File: src/rtl/por_rst_seq.sv
// por_rst_seq: debounces pwup_filt, releases domain resets in order, re-asserts them on brown-out or sw request.
// Latency: pwup_filt fall to rstb=0 in 3 cycles, sw_rst_req in 1; no backpressure. POR_RST_SEQ_BOD_CNT_EN adds bod_cnt.
module por_rst_seq #(
  parameter int NUM_DOMAINS = 3,
  parameter int STAGE_DLY   = 16,
  parameter int DEB_CYC     = 8,
  parameter int CNT_W       = 8
) (
  input  logic                   osc_ck,
  input  logic                   por,
  input  logic                   pwup_filt,
  input  logic                   sw_rst_req,
  input  logic                   bod_clr,
  output logic [NUM_DOMAINS-1:0] rstb,
  output logic                   rst_done,
  output logic [1:0]             rst_cause,
  output logic                   bod_event,
  output logic [CNT_W-1:0]       bod_cnt,
  output logic                   osc_keep
);
  localparam int STG_W = $clog2(STAGE_DLY);
  localparam int DEB_W = $clog2(DEB_CYC + 1);
  localparam int IDX_W = (NUM_DOMAINS > 1) ? $clog2(NUM_DOMAINS) : 1;
  localparam logic [STG_W-1:0] STG_LAST = STG_W'(STAGE_DLY - 1);
  localparam logic [DEB_W-1:0] DEB_MAX  = DEB_W'(DEB_CYC);
  localparam logic [IDX_W-1:0] IDX_LAST = IDX_W'(NUM_DOMAINS - 1);
  localparam logic [1:0] CAUSE_POR = 2'b00;
  localparam logic [1:0] CAUSE_BOD = 2'b01;
  localparam logic [1:0] CAUSE_SW  = 2'b10;

  typedef enum logic [1:0] {WAIT_PWR, RELEASE, RUN, SW_RST} state_t;

  logic                   sync1_q, sync1_d, sync2_q, sync2_d;
  logic [DEB_W-1:0]       deb_q, deb_d;
  logic                   pg;
  state_t                 state_q, state_d;
  logic [STG_W-1:0]       stg_q, stg_d;
  logic [IDX_W-1:0]       idx_q, idx_d;
  logic [NUM_DOMAINS-1:0] rstb_q, rstb_d;
  logic                   done_q, done_d;
  logic [1:0]             cause_q, cause_d;
  logic                   bod_event_q, bod_event_d;
  logic                   osc_keep_q, osc_keep_d;
  logic                   brown_out;

  // pg drops on the very first synchronized-low sample, not a cycle later.
  assign pg = sync2_q && (deb_q == DEB_MAX);

  always_comb begin
    sync1_d = pwup_filt;
    sync2_d = sync1_q;
    deb_d   = deb_q;
    if (!sync2_q)
      deb_d = '0;
    else if (deb_q != DEB_MAX)
      deb_d = deb_q + DEB_W'(1);
  end

  always_comb begin
    state_d     = state_q;
    stg_d       = stg_q;
    idx_d       = idx_q;
    rstb_d      = rstb_q;
    done_d      = done_q;
    cause_d     = cause_q;
    bod_event_d = 1'b0;
    brown_out   = 1'b0;
    case (state_q)
      WAIT_PWR: begin
        rstb_d = '0;
        done_d = 1'b0;
        if (pg) begin
          state_d = RELEASE;
          stg_d   = '0;
          idx_d   = '0;
        end
      end
      RELEASE: begin
        if (!pg) begin
          brown_out = 1'b1;
        end else if (stg_q == STG_LAST) begin
          stg_d         = '0;
          rstb_d[idx_q] = 1'b1;
          if (idx_q == IDX_LAST) begin
            done_d  = 1'b1;
            state_d = RUN;
          end else begin
            idx_d = idx_q + IDX_W'(1);
          end
        end else begin
          stg_d = stg_q + STG_W'(1);
        end
      end
      RUN: begin
        if (!pg) begin
          brown_out = 1'b1;
        end else if (sw_rst_req) begin
          state_d = SW_RST;
          rstb_d  = '0;
          done_d  = 1'b0;
          cause_d = CAUSE_SW;
          stg_d   = '0;
        end
      end
      SW_RST: begin
        if (!pg) begin
          brown_out = 1'b1;
        end else if (stg_q == STG_LAST) begin
          state_d = RELEASE;
          stg_d   = '0;
          idx_d   = '0;
        end else begin
          stg_d = stg_q + STG_W'(1);
        end
      end
      default: state_d = WAIT_PWR;
    endcase
    if (brown_out) begin
      state_d     = WAIT_PWR;
      rstb_d      = '0;
      done_d      = 1'b0;
      cause_d     = CAUSE_BOD;
      bod_event_d = 1'b1;
    end
    osc_keep_d = (state_d != RUN);
  end

  always_ff @(posedge osc_ck) begin
    if (por) begin
      sync1_q     <= 1'b0;
      sync2_q     <= 1'b0;
      deb_q       <= '0;
      state_q     <= WAIT_PWR;
      stg_q       <= '0;
      idx_q       <= '0;
      rstb_q      <= '0;
      done_q      <= 1'b0;
      cause_q     <= CAUSE_POR;
      bod_event_q <= 1'b0;
      osc_keep_q  <= 1'b1;
    end else begin
      sync1_q     <= sync1_d;
      sync2_q     <= sync2_d;
      deb_q       <= deb_d;
      state_q     <= state_d;
      stg_q       <= stg_d;
      idx_q       <= idx_d;
      rstb_q      <= rstb_d;
      done_q      <= done_d;
      cause_q     <= cause_d;
      bod_event_q <= bod_event_d;
      osc_keep_q  <= osc_keep_d;
    end
  end

  assign rstb      = rstb_q;
  assign rst_done  = done_q;
  assign rst_cause = cause_q;
  assign bod_event = bod_event_q;
  assign osc_keep  = osc_keep_q;

`ifdef POR_RST_SEQ_BOD_CNT_EN
  logic [CNT_W-1:0] bod_cnt_q, bod_cnt_d;

  // A clear coinciding with a brown-out keeps that brown-out counted.
  always_comb begin
    bod_cnt_d = bod_cnt_q;
    if (brown_out)
      bod_cnt_d = bod_clr ? CNT_W'(1) : ((&bod_cnt_q) ? bod_cnt_q : bod_cnt_q + CNT_W'(1));
    else if (bod_clr)
      bod_cnt_d = '0;
  end

  always_ff @(posedge osc_ck) begin
    if (por) bod_cnt_q <= '0;
    else     bod_cnt_q <= bod_cnt_d;
  end

  assign bod_cnt = bod_cnt_q;
`else
  logic unused_bod_clr;
  assign unused_bod_clr = bod_clr;
  assign bod_cnt        = '0;
`endif

endmodule

File: config.mk
export PLATFORM = sky130hd
export DESIGN_NAME = por_rst_seq
export DESIGN_NICKNAME = d
export VERILOG_FILES = /design/src/rtl/por_rst_seq.sv
export SDC_FILE = /design/constraint.sdc
export NUM_CORES = 1
export LEC_CHECK = 0
export BUFFER_PORTS_ARGS = -buffer_cell sky130_fd_sc_hd__buf_2
export CORE_UTILIZATION = 57
export DETAILED_ROUTE_END_ITERATION = 16
export GPL_ROUTABILITY_DRIVEN = 0
export PLACE_DENSITY_LB_ADDON = 0.2
export SETUP_SLACK_MARGIN = 0.15
export SLEW_MARGIN = 10
export SYNTH_ARGS = -nofsm -noshare
export SYNTH_HDL_FRONTEND = slang
export SYNTH_SLANG_ARGS = --single-unit
export TNS_END_PERCENT = 1
File: constraint.sdc
create_clock -name osc_ck -period 3.5 [get_ports osc_ck]
set_input_delay 0 -clock osc_ck [delete_from_list [all_inputs] [get_ports osc_ck]]
set_output_delay 0 -clock osc_ck [all_outputs]
set_load 0.05 [all_outputs]
==> metrics.csv, run 1 <==
stage,metric,value,unit
pwr,Sw Pwr,0.0000974,W
global_route,number of global-route vias before repair,684,
routing,post-route antenna net violation count,0,
routing,drt pass-1 iters,4,
global_route,Top Usage Layer GRT,met2,
routing,total wire length,1.71,mm
synth,synthesized area per cell,9.03,um^2
pwr,clock share of power,32.6,%
pwr,combinational fraction of design power,6.9,%
cells_and_area,nets@finish,144,
setup_path,worst path bufs/invs,1,
setup_path,CP top delay family,flip-flops,
sta,Layout Skew,0.00296,ns
global_route,GRT Overall Usage,19.1,%
pwr,Pint,0.000320,W
cells_and_area,ratio of cells with drive above 1 in the final layout,15.9,%
global_route,M1 GR Usage,24.7,%
setup_path,crit-path max cell delay,0.41,ns
placed_design,detailed placement HPWL,1.26,mm
clocking,htree depth,1,
routing,Iteration-0 DRC Markers,6,
synth,most area-consuming cells after synthesis,"dfxtp_1 (41%), ha_1 (7.0%), buf_4 (5.6%)",
sta,final count of hold timing violations,0,
synth,synthesized area,1070,um^2
die,FP Rows,15,
cells_and_area,Area growth syn-to-layout,8.85,%
setup_path,crit-path cells,inv_1 > ha_1 > nand4b_1 > o21ai_0 > nor2b_1 > a311oi_1,
clocking,CTS Buffer Depth,2,
global_route,largest net degree at the start of global routing,14,
synth,Netlist cell types,33,
worst_hold_path,HP Class,primary input to flop,
setup_path,crit path kind,flop to flop,
sta,f_max,632,MHz
routing,remaining routing DRC violations,0,
placed_design,Port Buffers,11,
global_route,first-pass GRT wire length,2.86,mm
setup_path,critical path arrival,1.80,ns
setup_path,Setup crit end kind,flop,
global_route,M3 GR Usage,3.57,%
setup_path,CP startpoint kind,flop,
clocking,clock sink total,22,
sta,Slew Limit Fails,0,
global_route,gr ovfl total,0,
routing,drt wl/cell,10.9,um
cells_and_area,ANT cells,0,
setup_path,Critical Path Slowest Stage Cell,dfxtp_1,
flow_run,max-cap violation count,0,
sta,setup_tns,0,ns
clocking,worst-skew pair later-pin latency,0.30,ns
pwr,leakage,0.451,nW
sta,final worst-path cycle share,45.2,%
clocking,"Reg clk slew, reported paths",0.12,ns
pwr,pwr/cell area,356,nW/um^2
global_route,initial antenna violation count,0,
sta,Hold WS,0.0143,ns
die,Initial Util,61.6,%
pwr,VDD IR max,0.000292,V
clocking,CTS resizes,0,
synth,post-synth top area share,41.0,%
die,total I/O pin count,21,
synth,register area share after synthesis,41.0,%
sta,Final min period,1.58,ns
clocking,postcts setup bufs,0,
sta,unrepaired setup endpoints after global routing,false,
synth,post-synth top area cell,dfxtp_1,
pwr,total design power,0.000417,W
pwr,sw frac,23.4,%
global_route,met2 usage,30.3,%
die,DIE AREA,2060,um^2
run_status,status,"finished, final reports clean",
cells_and_area,Filler Cells Inserted,163,
setup_path,CP required,3.72,ns
synth,YS warnings,0,
sta,setup violators final,0,
die,Core Footprint,1750,um^2
routing,detailed-route via count,805,
synth,"FF+latch count, synth",22,
synth,Mapped Cells,119,
die,height of the die,45.4,um
routing,Avg Vias per Cell,5.13,
clocking,CTS root buffer,clkbuf_4,
pwr,sequential power share,60.6,%
clocking,total CTS buffers,3,
clocking,hold buffers post-CTS,2,
setup_path,Worst Path Max Fanout,5,
clocking,CTS tree,done,
die,die width,45.4,um
[metrics by stage]
stage	instances	utilization [%]	setup slack [ns]	cell area, um^2
floorplan	126	-	2.08	1100
global placement	151	63.8	1.96	1110
detailed placement	151	63.8	1.95	1110
CTS	157	67.0	1.91	1170
global route	157	67.0	1.75	1170
finish	157	67.0	1.92	1170
[per-layer routing]
metal / share of wire [%] / vias up / wire length [um]
met2: 46 / 16 / 784
met1: 50 / 366 / 847
li1: - / 419 / -
met3: 2.8 / 4 / 47
met4: 1.7 / 0 / 29
met5: 0 / - / 0
[placed cells by master (no fill, tap or decap), types with 3 or more instances in the layout]
| cell type | n |
|---|---|
| nor3_1 | 3 |
| nand2_1 | 4 |
| nor2b_1 | 7 |
| dfxtp_1 | 22 |
| conb_1 | 8 |
| nand2b_1 | 4 |
| a21oi_1 | 8 |
| inv_1 | 8 |
| clkbuf_4 | 3 |
| nand3_1 | 3 |
| nor2_1 | 11 |
| ha_1 | 6 |
| o21ai_0 | 9 |
| buf_2 | 11 |
| nand4b_1 | 3 |
[synthesized netlist by cell type]
library cell  count
nand4b_1          3
nand3_1           3
conb_1            1
a311oi_1          1
dfxtp_1          22
mux2_2            1
o21ai_0           9
and4b_2           1
nand3b_4          1
a21oi_1           8
xor2_1            2
o2bb2ai_1         1
a21o_1            1
nor3_1            3
o21ai_2           1
xnor2_1           1
a22o_1            1
nand2b_1          4
inv_1             8
nand4_1           1
buf_4             8
clkbuf_1          1
a32oi_1           2
or2_4             1
a21boi_0          1
o22ai_1           1
ha_1              6
buf_2             2
nand2_1           4
nor4_4            1
nor2_1           11
a31oi_1           1
nor2b_1           7
[cell families after synthesis]
logic type	count (synthesis)	share of synthesized area [%]
flops	22	41.0
fa+ha+maj	6	6.98
simple gates	40	23.2
other cells	1	0.349
buf+inv	19	9.66
mux	1	1.05
compound gates	27	15.4
xor+xnor	3	2.45
[layout make-up]
class,count,area (um^2),share of cell area (%)
clock buffers,4,36.3,3.10
inverters,8,30.0,2.57
multi-input cells,85,557,47.6
flip-flops and latches,22,440,37.6
well taps,25,31.3,2.67
repair buffers,13,75.1,6.42
[worst register-to-register path, cell delays in order (launching register included)]
cell	delay [ns]
dfxtp_1	0.41
inv_1	0.06
ha_1	0.25
nand4b_1	0.22
o21ai_0	0.18
nor2b_1	0.17
a311oi_1	0.22
[state kept, by name (all words and copies together), names as in the netlist]
| register | cells |
|---|---|
| stg_q | 4 |
| sync2_q | 1 |
| rst_cause | 2 |
| deb_q | 4 |
| rstb | 3 |
| osc_keep | 1 |
| rst_done | 1 |
| bod_event | 1 |
| state_q | 2 |
| sync1_q | 1 |
| idx_q | 2 |
[final timing paths]
path              startpoint      endpoint  slack [ns]  cells after the start
setup / recovery    deb_q[0]  rst_cause[0]        1.92                      6
hold / removal           por      stg_q[3]        0.01                      2
setup reg to reg    deb_q[0]  rst_cause[0]        1.92                      6
hold reg to reg     rst_done      rst_done        0.45                      2
[power groups by stage]
stage	sequential (W)	clock [W]	combinational, W
after floorplan	0.000258	0	0.0000304
after global placement	0.000258	0	0.0000267
after detailed placement	0.000258	0	0.0000268
after CTS	0.000253	0.000141	0.0000286
after global routing	0.000253	0.000149	0.0000304
final	0.000253	0.000136	0.0000287
Note: power is estimated with default switching activity, not from simulation.
==> run 2, diff against run 1 <==
ABC_AREA = 1   (was unset)
CORE_UTILIZATION = 53   (was 57)
clock period = 1.5 ns   (was 3.5 ns; I/O delays follow)
==> metrics.csv, run 2 <==
stage,metric,value,unit,change
sta,Layout Skew,0.00421,ns,was 0.00296 ns
setup_path,CP startpoint kind,flop,,unchanged
die,die width,48.0,um,was 45.4 um
cells_and_area,ratio of cells with drive above 1 in the final layout,28.7,%,was 15.9%
synth,asr flop ratio synth,0,%,unchanged
die,FP Rows,16,,was 15
pwr,combinational fraction of design power,7.8,%,was 6.9%
routing,total wire length,2.06,mm,was 1.71 mm
clocking,clock sink total,22,,unchanged
placed_design,Port Buffers,11,,unchanged
synth,post-synth top area share,39.3,%,was 41.0%
die,Initial Util,56.6,%,was 61.6%
routing,remaining routing DRC violations,0,,unchanged
routing,Avg Vias per Cell,4.84,,was 5.13
sta,setup violators final,0,,unchanged
sta,setup ws final,0.129,ns,was 1.92 ns
synth,register area share after synthesis,39.3,%,was 41.0%
cells_and_area,ANT cells,0,,unchanged
synth,Netlist cell types,27,,was 33
die,total I/O pin count,21,,unchanged
synth,synthesized area,1120,um^2,was 1070 um^2
global_route,number of global-route vias before repair,778,,was 684
global_route,largest net degree at the start of global routing,13,,was 14
global_route,first-pass GRT wire length,3.28,mm,was 2.86 mm
global_route,GRT Overall Usage,20.5,%,was 19.1%
sta,f_max,730,MHz,was 632 MHz
clocking,CTS tree,done,,unchanged
sta,unrepaired setup endpoints after global routing,true,,was false
sta,setup_tns,0,ns,unchanged
clocking,worst-skew pair later-pin latency,0.30,ns,about the same
placed_design,pre-CTS WS,-0.0136,ns,was 1.95 ns
pwr,Pint,0.000749,W,was 0.000320 W
clocking,CTS Buffer Depth,2,,unchanged
pwr,Sw Pwr,0.000244,W,was 0.0000974 W
run_status,status,"finished, final reports clean",,unchanged
pwr,leakage,0.563,nW,was 0.451 nW
clocking,"Reg clk slew, reported paths",0.12,ns,about the same
routing,Iteration-0 DRC Markers,18,,was 6
synth,Post-synth EDFFs,0,,unchanged
pwr,clock share of power,32.8,%,was 32.6%
setup_path,Worst Path Max Fanout,5,,unchanged
setup_path,worst path bufs/invs,2,,was 1
sta,final worst-path cycle share,91.4,%,was 45.2%
sta,final count of hold timing violations,0,,unchanged
setup_path,Setup crit end kind,flop,,unchanged
pwr,VDD IR max,0.000604,V,was 0.000292 V
global_route,gr ovfl total,0,,unchanged
synth,main flop type after synthesis,dfxtp_1,,unchanged
synth,most area-consuming cells after synthesis,"dfxtp_1 (39%), nand2_1 (7.0%), ha_1 (6.7%)",,"was dfxtp_1 (41%), ha_1 (7.0%), buf_4 (5.6%)"
cells_and_area,most frequent cells in the layout,"nand2_1 (21), dfxtp_1 (19), inv_1 (16), nor2_1 (16), a21oi_1 (13)",,"was dfxtp_1 (22), nor2_1 (11), buf_2 (11), o21ai_0 (9)"
placed_design,Cells after DPL,183,,was 151
routing,detailed-route via count,924,,was 805
clocking,CTS root buffer,clkbuf_4,,unchanged
pwr,sequential power share,59.3,%,was 60.6%
synth,"FF+latch count, synth",22,,unchanged
clocking,htree depth,1,,unchanged
setup_path,crit-path cells,inv_2 > ha_4 > nand2_2 > nor2_4 > nand2_4 > nor2_4 > inv_2 > o21ai_4 > a21oi_1,,was inv_1 > ha_1 > nand4b_1 > o21ai_0 > nor2b_1 > a311oi_1
cells_and_area,Filler Cells Inserted,178,,was 163
placed_design,detailed placement HPWL,1.46,mm,was 1.26 mm
synth,YS warnings,0,,unchanged
clocking,total CTS buffers,3,,unchanged
cells_and_area,"most common cell after layout, fill and taps aside",nand2_1,,was dfxtp_1
cells_and_area,Non-Filler Instances,191,,was 157
flow_run,max-cap violation count,0,,unchanged
placed_design,placed inst area,1190,um^2,was 1110 um^2
setup_path,Critical Path Slowest Stage Cell,dfxtp_2,,was dfxtp_1
synth,synthesized area per cell,7.79,um^2,was 9.03 um^2
setup_path,crit-path max cell delay,0.35,ns,was 0.41 ns
routing,drt wl/cell,10.8,um,was 10.9 um
routing,post-route antenna net violation count,0,,unchanged
setup_path,CP required,1.71,ns,was 3.72 ns
synth,Commonest cells post-synth,"dfxtp_1 (22), nand2_1 (21), inv_1 (18)",,"was dfxtp_1 (22), nor2_1 (11), o21ai_0 (9)"
cells_and_area,nets@finish,176,,was 144
setup_path,crit path kind,flop to flop,,unchanged
synth,Mapped Cells,144,,was 119
die,DIE AREA,2300,um^2,was 2060 um^2
die,Core Footprint,1980,um^2,was 1750 um^2
cells_and_area,Area growth syn-to-layout,18.0,%,was 8.85%
pwr,pwr/cell area,751,nW/um^2,was 356 nW/um^2
cells_and_area,design area,1320,um^2,was 1170 um^2
routing,drt pass-1 iters,4,,unchanged
sta,Final min period,1.37,ns,was 1.58 ns
cells_and_area,fin util,66.7,%,was 67.0%
pwr,sw frac,24.6,%,was 23.4%
worst_hold_path,HP Class,primary input to flop,,unchanged
setup_path,critical path arrival,1.58,ns,was 1.80 ns
setup_path,CP top delay family,simple AND/OR/NAND/NOR gates,,was flip-flops
global_route,initial antenna violation count,0,,unchanged
sta,Slew Limit Fails,0,,unchanged
synth,post-synth top area cell,dfxtp_1,,unchanged
die,height of the die,48.0,um,was 45.4 um
synth,"count leader, synth",dfxtp_1,,unchanged
run 2: changes by cell type after synthesis, sizes merged, moves of 5 or more:
cell   delta
nand3     +5
a21oi     +6
nor2b     -7
inv      +11
nor2     +12
nand2    +22
run 2: final cells by class:
| cell class | instances | area (um^2) | share of cell area, % |
|---|---|---|---|
| timing repair buffer | 18 | 110 | 8.33 |
| clock buffer | 4 | 36.3 | 2.74 |
| inverter | 19 | 71.3 | 5.39 |
| sequential | 22 | 444 | 33.6 |
| multi-input combinational | 101 | 627 | 47.4 |
| tap | 27 | 33.8 | 2.55 |
run 2: cell families (layout without fill, tap and decap cells):
logic type,count (synthesis),in the layout,synth area share (%)
simple gates,63,63,29.6
fa+ha+maj,6,6,6.70
other cells,1,8,0.335
buf+inv,28,41,12.1
compound gates,23,23,11.3
flops,22,22,39.3
xor+xnor,1,1,0.781
run 2: path summary, 6_finish.rpt:
kind / from / end / slack (ns) / depth (start not counted)
min: sw_rst_req / rst_cause[1] / 0.02 / 3
max: deb_q[1] / stg_q[0] / 0.13 / 9
max reg2reg: deb_q[1] / stg_q[0] / 0.13 / 9
min reg2reg: sync1_q / sync2_q / 0.42 / 2
run 2: timing repair:
item / CTS / global route
pin swaps: 4 / 0
resized for setup: 12 / 4
hold buffers: 1 / 0
hold endpoints to repair: 1 / 0
setup endpoints to repair: 12 / 13
buffers inserted: 3 / 0
run 2: power groups by stage:
| stage | logic [W] | clock network (W) | registers, W |
|---|---|---|---|
| finish | 0.0000776 | 0.000326 | 0.000589 |
| floorplan | 0.0000744 | 0 | 0.000603 |
| detailed placement | 0.0000704 | 0 | 0.000602 |
| CTS | 0.0000762 | 0.000337 | 0.000589 |
| global route | 0.0000847 | 0.000354 | 0.000589 |
| global placement | 0.0000694 | 0 | 0.000602 |
run 2: worst min-delay path, delay by kind of cell:
| family | cells | cell delay, ns |
|---|---|---|
| AND/OR/NAND/NOR | 1 | 0.07 |
| AO/OA/AOI/OAI | 1 | 0.09 |
| buffers and inverters | 1 | 0.14 |
run 2: stage by stage:
| stage | hold WS [ns] | power (W) |
|---|---|---|
| global placement | 0.206 | 0.000671 |
| floorplan | 0.107 | 0.000677 |
| finish | 0.0206 | 0.000993 |
| CTS | 0.0108 | 0.00100 |
| global route | 0.0144 | 0.00103 |
| detailed placement | 0.222 | 0.000673 |
run 2: layer usage:
layer / track usage (%) / vias to the layer above / share of wire [%]
li1: - / 480 / -
met1: 28.5 / 417 / 52
met2: 31.4 / 25 / 44
met3: 3.40 / 2 / 4.0
met4: 8.33 / 0 / 0.63
met5: 0 / - / 0
==> run 3, diff against run 2 <==
CORE_UTILIZATION = 57   (was 53)
REMOVE_ABC_BUFFERS = 1   (was unset)
clock period = 1.68 ns   (was 1.5 ns; I/O delays follow)
==> metrics.csv, run 3 (synthesis gave the netlist of run 2 again) <==
stage,metric,value,unit,change
routing,drt pass-1 iters,4,,unchanged
setup_path,Critical R2R Launch,deb_q[1],,unchanged
run_status,status,"finished, final reports clean",,unchanged
sta,Slew Limit Fails,0,,unchanged
cells_and_area,most frequent cells in the layout,"nand2_1 (21), dfxtp_1 (20), inv_1 (16), nor2_1 (16), a21oi_1 (13)",,"was nand2_1 (21), dfxtp_1 (19), inv_1 (16), nor2_1 (16), a21oi_1 (13)"
clocking,CTS tree,done,,unchanged
die,height of the die,46.4,um,was 48.0 um
pwr,sw frac,24.2,%,was 24.6%
setup_path,crit-path max cell delay,0.34,ns,was 0.35 ns
setup_path,CP required,1.89,ns,was 1.71 ns
clocking,"Reg clk slew, reported paths",0.13,ns,was 0.12 ns
global_route,GRT Overall Usage,21.4,%,was 20.5%
cells_and_area,"most common cell after layout, fill and taps aside",nand2_1,,unchanged
die,DIE AREA,2150,um^2,was 2300 um^2
sta,setup_tns,0,ns,unchanged
cells_and_area,Area growth syn-to-layout,14.1,%,was 18.0%
setup_path,CP startpoint kind,flop,,unchanged
routing,Iteration-0 DRC Markers,23,,was 18
pwr,total design power,0.000880,W,was 0.000993 W
global_route,gr ovfl total,0,,unchanged
pwr,Sw Pwr,0.000213,W,was 0.000244 W
setup_path,Reg2Reg Setup Slack,0.18,ns,was 0.13 ns
pwr,sequential power share,59.9,%,was 59.3%
global_route,initial antenna violation count,0,,unchanged
die,total I/O pin count,21,,unchanged
cells_and_area,design area,1280,um^2,was 1320 um^2
clocking,worst-skew pair later-pin latency,0.30,ns,about the same
pwr,leakage,0.554,nW,was 0.563 nW
sta,setup violators final,0,,unchanged
routing,drt wl/cell,11.4,um,was 10.8 um
routing,Avg Vias per Cell,5.00,,was 4.84
clocking,CTS root buffer,clkbuf_4,,unchanged
worst_hold_path,hold depth,2,,was 3
routing,detailed-route via count,940,,was 924
pwr,VDD IR max,0.000589,V,was 0.000604 V
die,Core Footprint,1780,um^2,was 1980 um^2
global_route,largest net degree at the start of global routing,13,,unchanged
placed_design,Port Buffers,11,,unchanged
global_route,number of global-route vias before repair,790,,was 778
die,Initial Util,62.9,%,was 56.6%
clocking,htree depth,1,,unchanged
cells_and_area,nets@finish,175,,was 176
sta,Final min period,1.50,ns,was 1.37 ns
die,FP Rows,15,,was 16
setup_path,Critical Path Slowest Stage Cell,dfxtp_2,,unchanged
sta,final worst-path cycle share,89.2,%,was 91.4%
worst_hold_path,Hold Startpoint,por,,was sw_rst_req
placed_design,placed inst area,1170,um^2,was 1190 um^2
worst_hold_path,HP Class,primary input to flop,,unchanged
routing,post-route antenna net violation count,0,,unchanged
pwr,combinational fraction of design power,7.6,%,was 7.8%
routing,remaining routing DRC violations,0,,unchanged
global_route,first-pass GRT wire length,3.31,mm,was 3.28 mm
sta,Layout Skew,0.0121,ns,was 0.00421 ns
sta,Hold WS,0.0198,ns,was 0.0206 ns
setup_path,R2R depth,9,,unchanged
pwr,clock share of power,32.6,%,was 32.8%
setup_path,critical path arrival,1.71,ns,was 1.58 ns
die,die width,46.4,um,was 48.0 um
pwr,pwr/cell area,688,nW/um^2,was 751 nW/um^2
sta,final count of hold timing violations,0,,unchanged
setup_path,crit-path cells,inv_2 > ha_4 > nand2_4 > nor2_4 > nand2_4 > nor2_4 > inv_2 > o21ai_2 > nor3_2,,was inv_2 > ha_4 > nand2_2 > nor2_4 > nand2_4 > nor2_4 > inv_2 > o21ai_4 > a21oi_1
flow_run,max-cap violation count,0,,unchanged
cells_and_area,ratio of cells with drive above 1 in the final layout,25.8,%,was 28.7%
setup_path,Worst Path Max Fanout,6,,was 5
setup_path,Setup crit end kind,flop,,unchanged
clocking,clock sink total,22,,unchanged
sta,f_max,667,MHz,was 730 MHz
placed_design,detailed placement HPWL,1.52,mm,was 1.46 mm
routing,total wire length,2.14,mm,was 2.06 mm
setup_path,crit path kind,flop to flop,,unchanged
pwr,Pint,0.000667,W,was 0.000749 W
clocking,CTS Buffer Depth,2,,unchanged
clocking,total CTS buffers,3,,unchanged
setup_path,FF-to-FF End,stg_q[3],,was stg_q[0]
sta,unrepaired setup endpoints after global routing,true,,unchanged
worst_hold_path,WHS Endpoint,state_q[0],,was rst_cause[1]
cells_and_area,ANT cells,0,,unchanged
run 3: what timing repair did:
action | CTS | global route
gates resized for setup | 0 | 8
endpoints found under the hold margin | 1 | 0
setup endpoints to repair | 0 | 12
setup buffers | 0 | 5
hold buffers | 1 | 0
run 3: cell type report:
cell class | instances | area [um^2]
clock buffers | 4 | 36.3
fillers | 139 | 504
inverters | 19 | 71.3
multi-input cells | 101 | 594
flip-flops and latches | 22 | 443
well taps | 25 | 31.3
repair buffers | 17 | 103
run 3: worst max path at each step:
stage / endpoint / depth (start not counted) / start / slack, ns
6_report: stg_q[3] / 9 / deb_q[1] / 0.18
5_1_grt: stg_q[3] / 9 / deb_q[1] / 0.07
2_1_floorplan: stg_q[0] / 9 / deb_q[0] / 0.34
4_1_cts: stg_q[0] / 9 / deb_q[0] / 0.18
3_5_place_dp: idx_q[1] / 9 / deb_q[0] / 0.19
3_3_place_gp: idx_q[1] / 9 / deb_q[0] / 0.23
run 3: power groups by stage:
stage | clock (W) | sequential, W | combinational [W]
6_report | 0.000286 | 0.000527 | 0.0000664
2_1_floorplan | 0 | 0.000538 | 0.0000489
3_3_place_gp | 0 | 0.000538 | 0.0000597
3_5_place_dp | 0 | 0.000539 | 0.0000604
5_1_grt | 0.000325 | 0.000528 | 0.0000700
4_1_cts | 0.000292 | 0.000527 | 0.0000623
run 3: worst max-delay path: cells and delay by family, from the launching register on:
kind	cells	cell delay, ns
AO/OA/AOI/OAI	1	0.17
adder cells (fa/ha/maj)	1	0.16
buffers and inverters	2	0.17
flip-flops	1	0.34
AND/OR/NAND/NOR	5	0.58
run 3: layer usage:
metal,share of wire (%),global-route usage [%]
met5,0,0
met4,0.98,8.24
met3,4.3,3.92
met2,45,31.7
met1,50,30.3
run 3: per-stage QoR:
step | instances | worst slack (ns) | utilization [%]
after floorplan | 142 | 0.335 | -
after global placement | 178 | 0.228 | 65.6
after detailed placement | 178 | 0.192 | 65.6
after CTS | 183 | 0.181 | 68.2
after global routing | 188 | 0.0687 | 71.7
final | 188 | 0.181 | 71.7
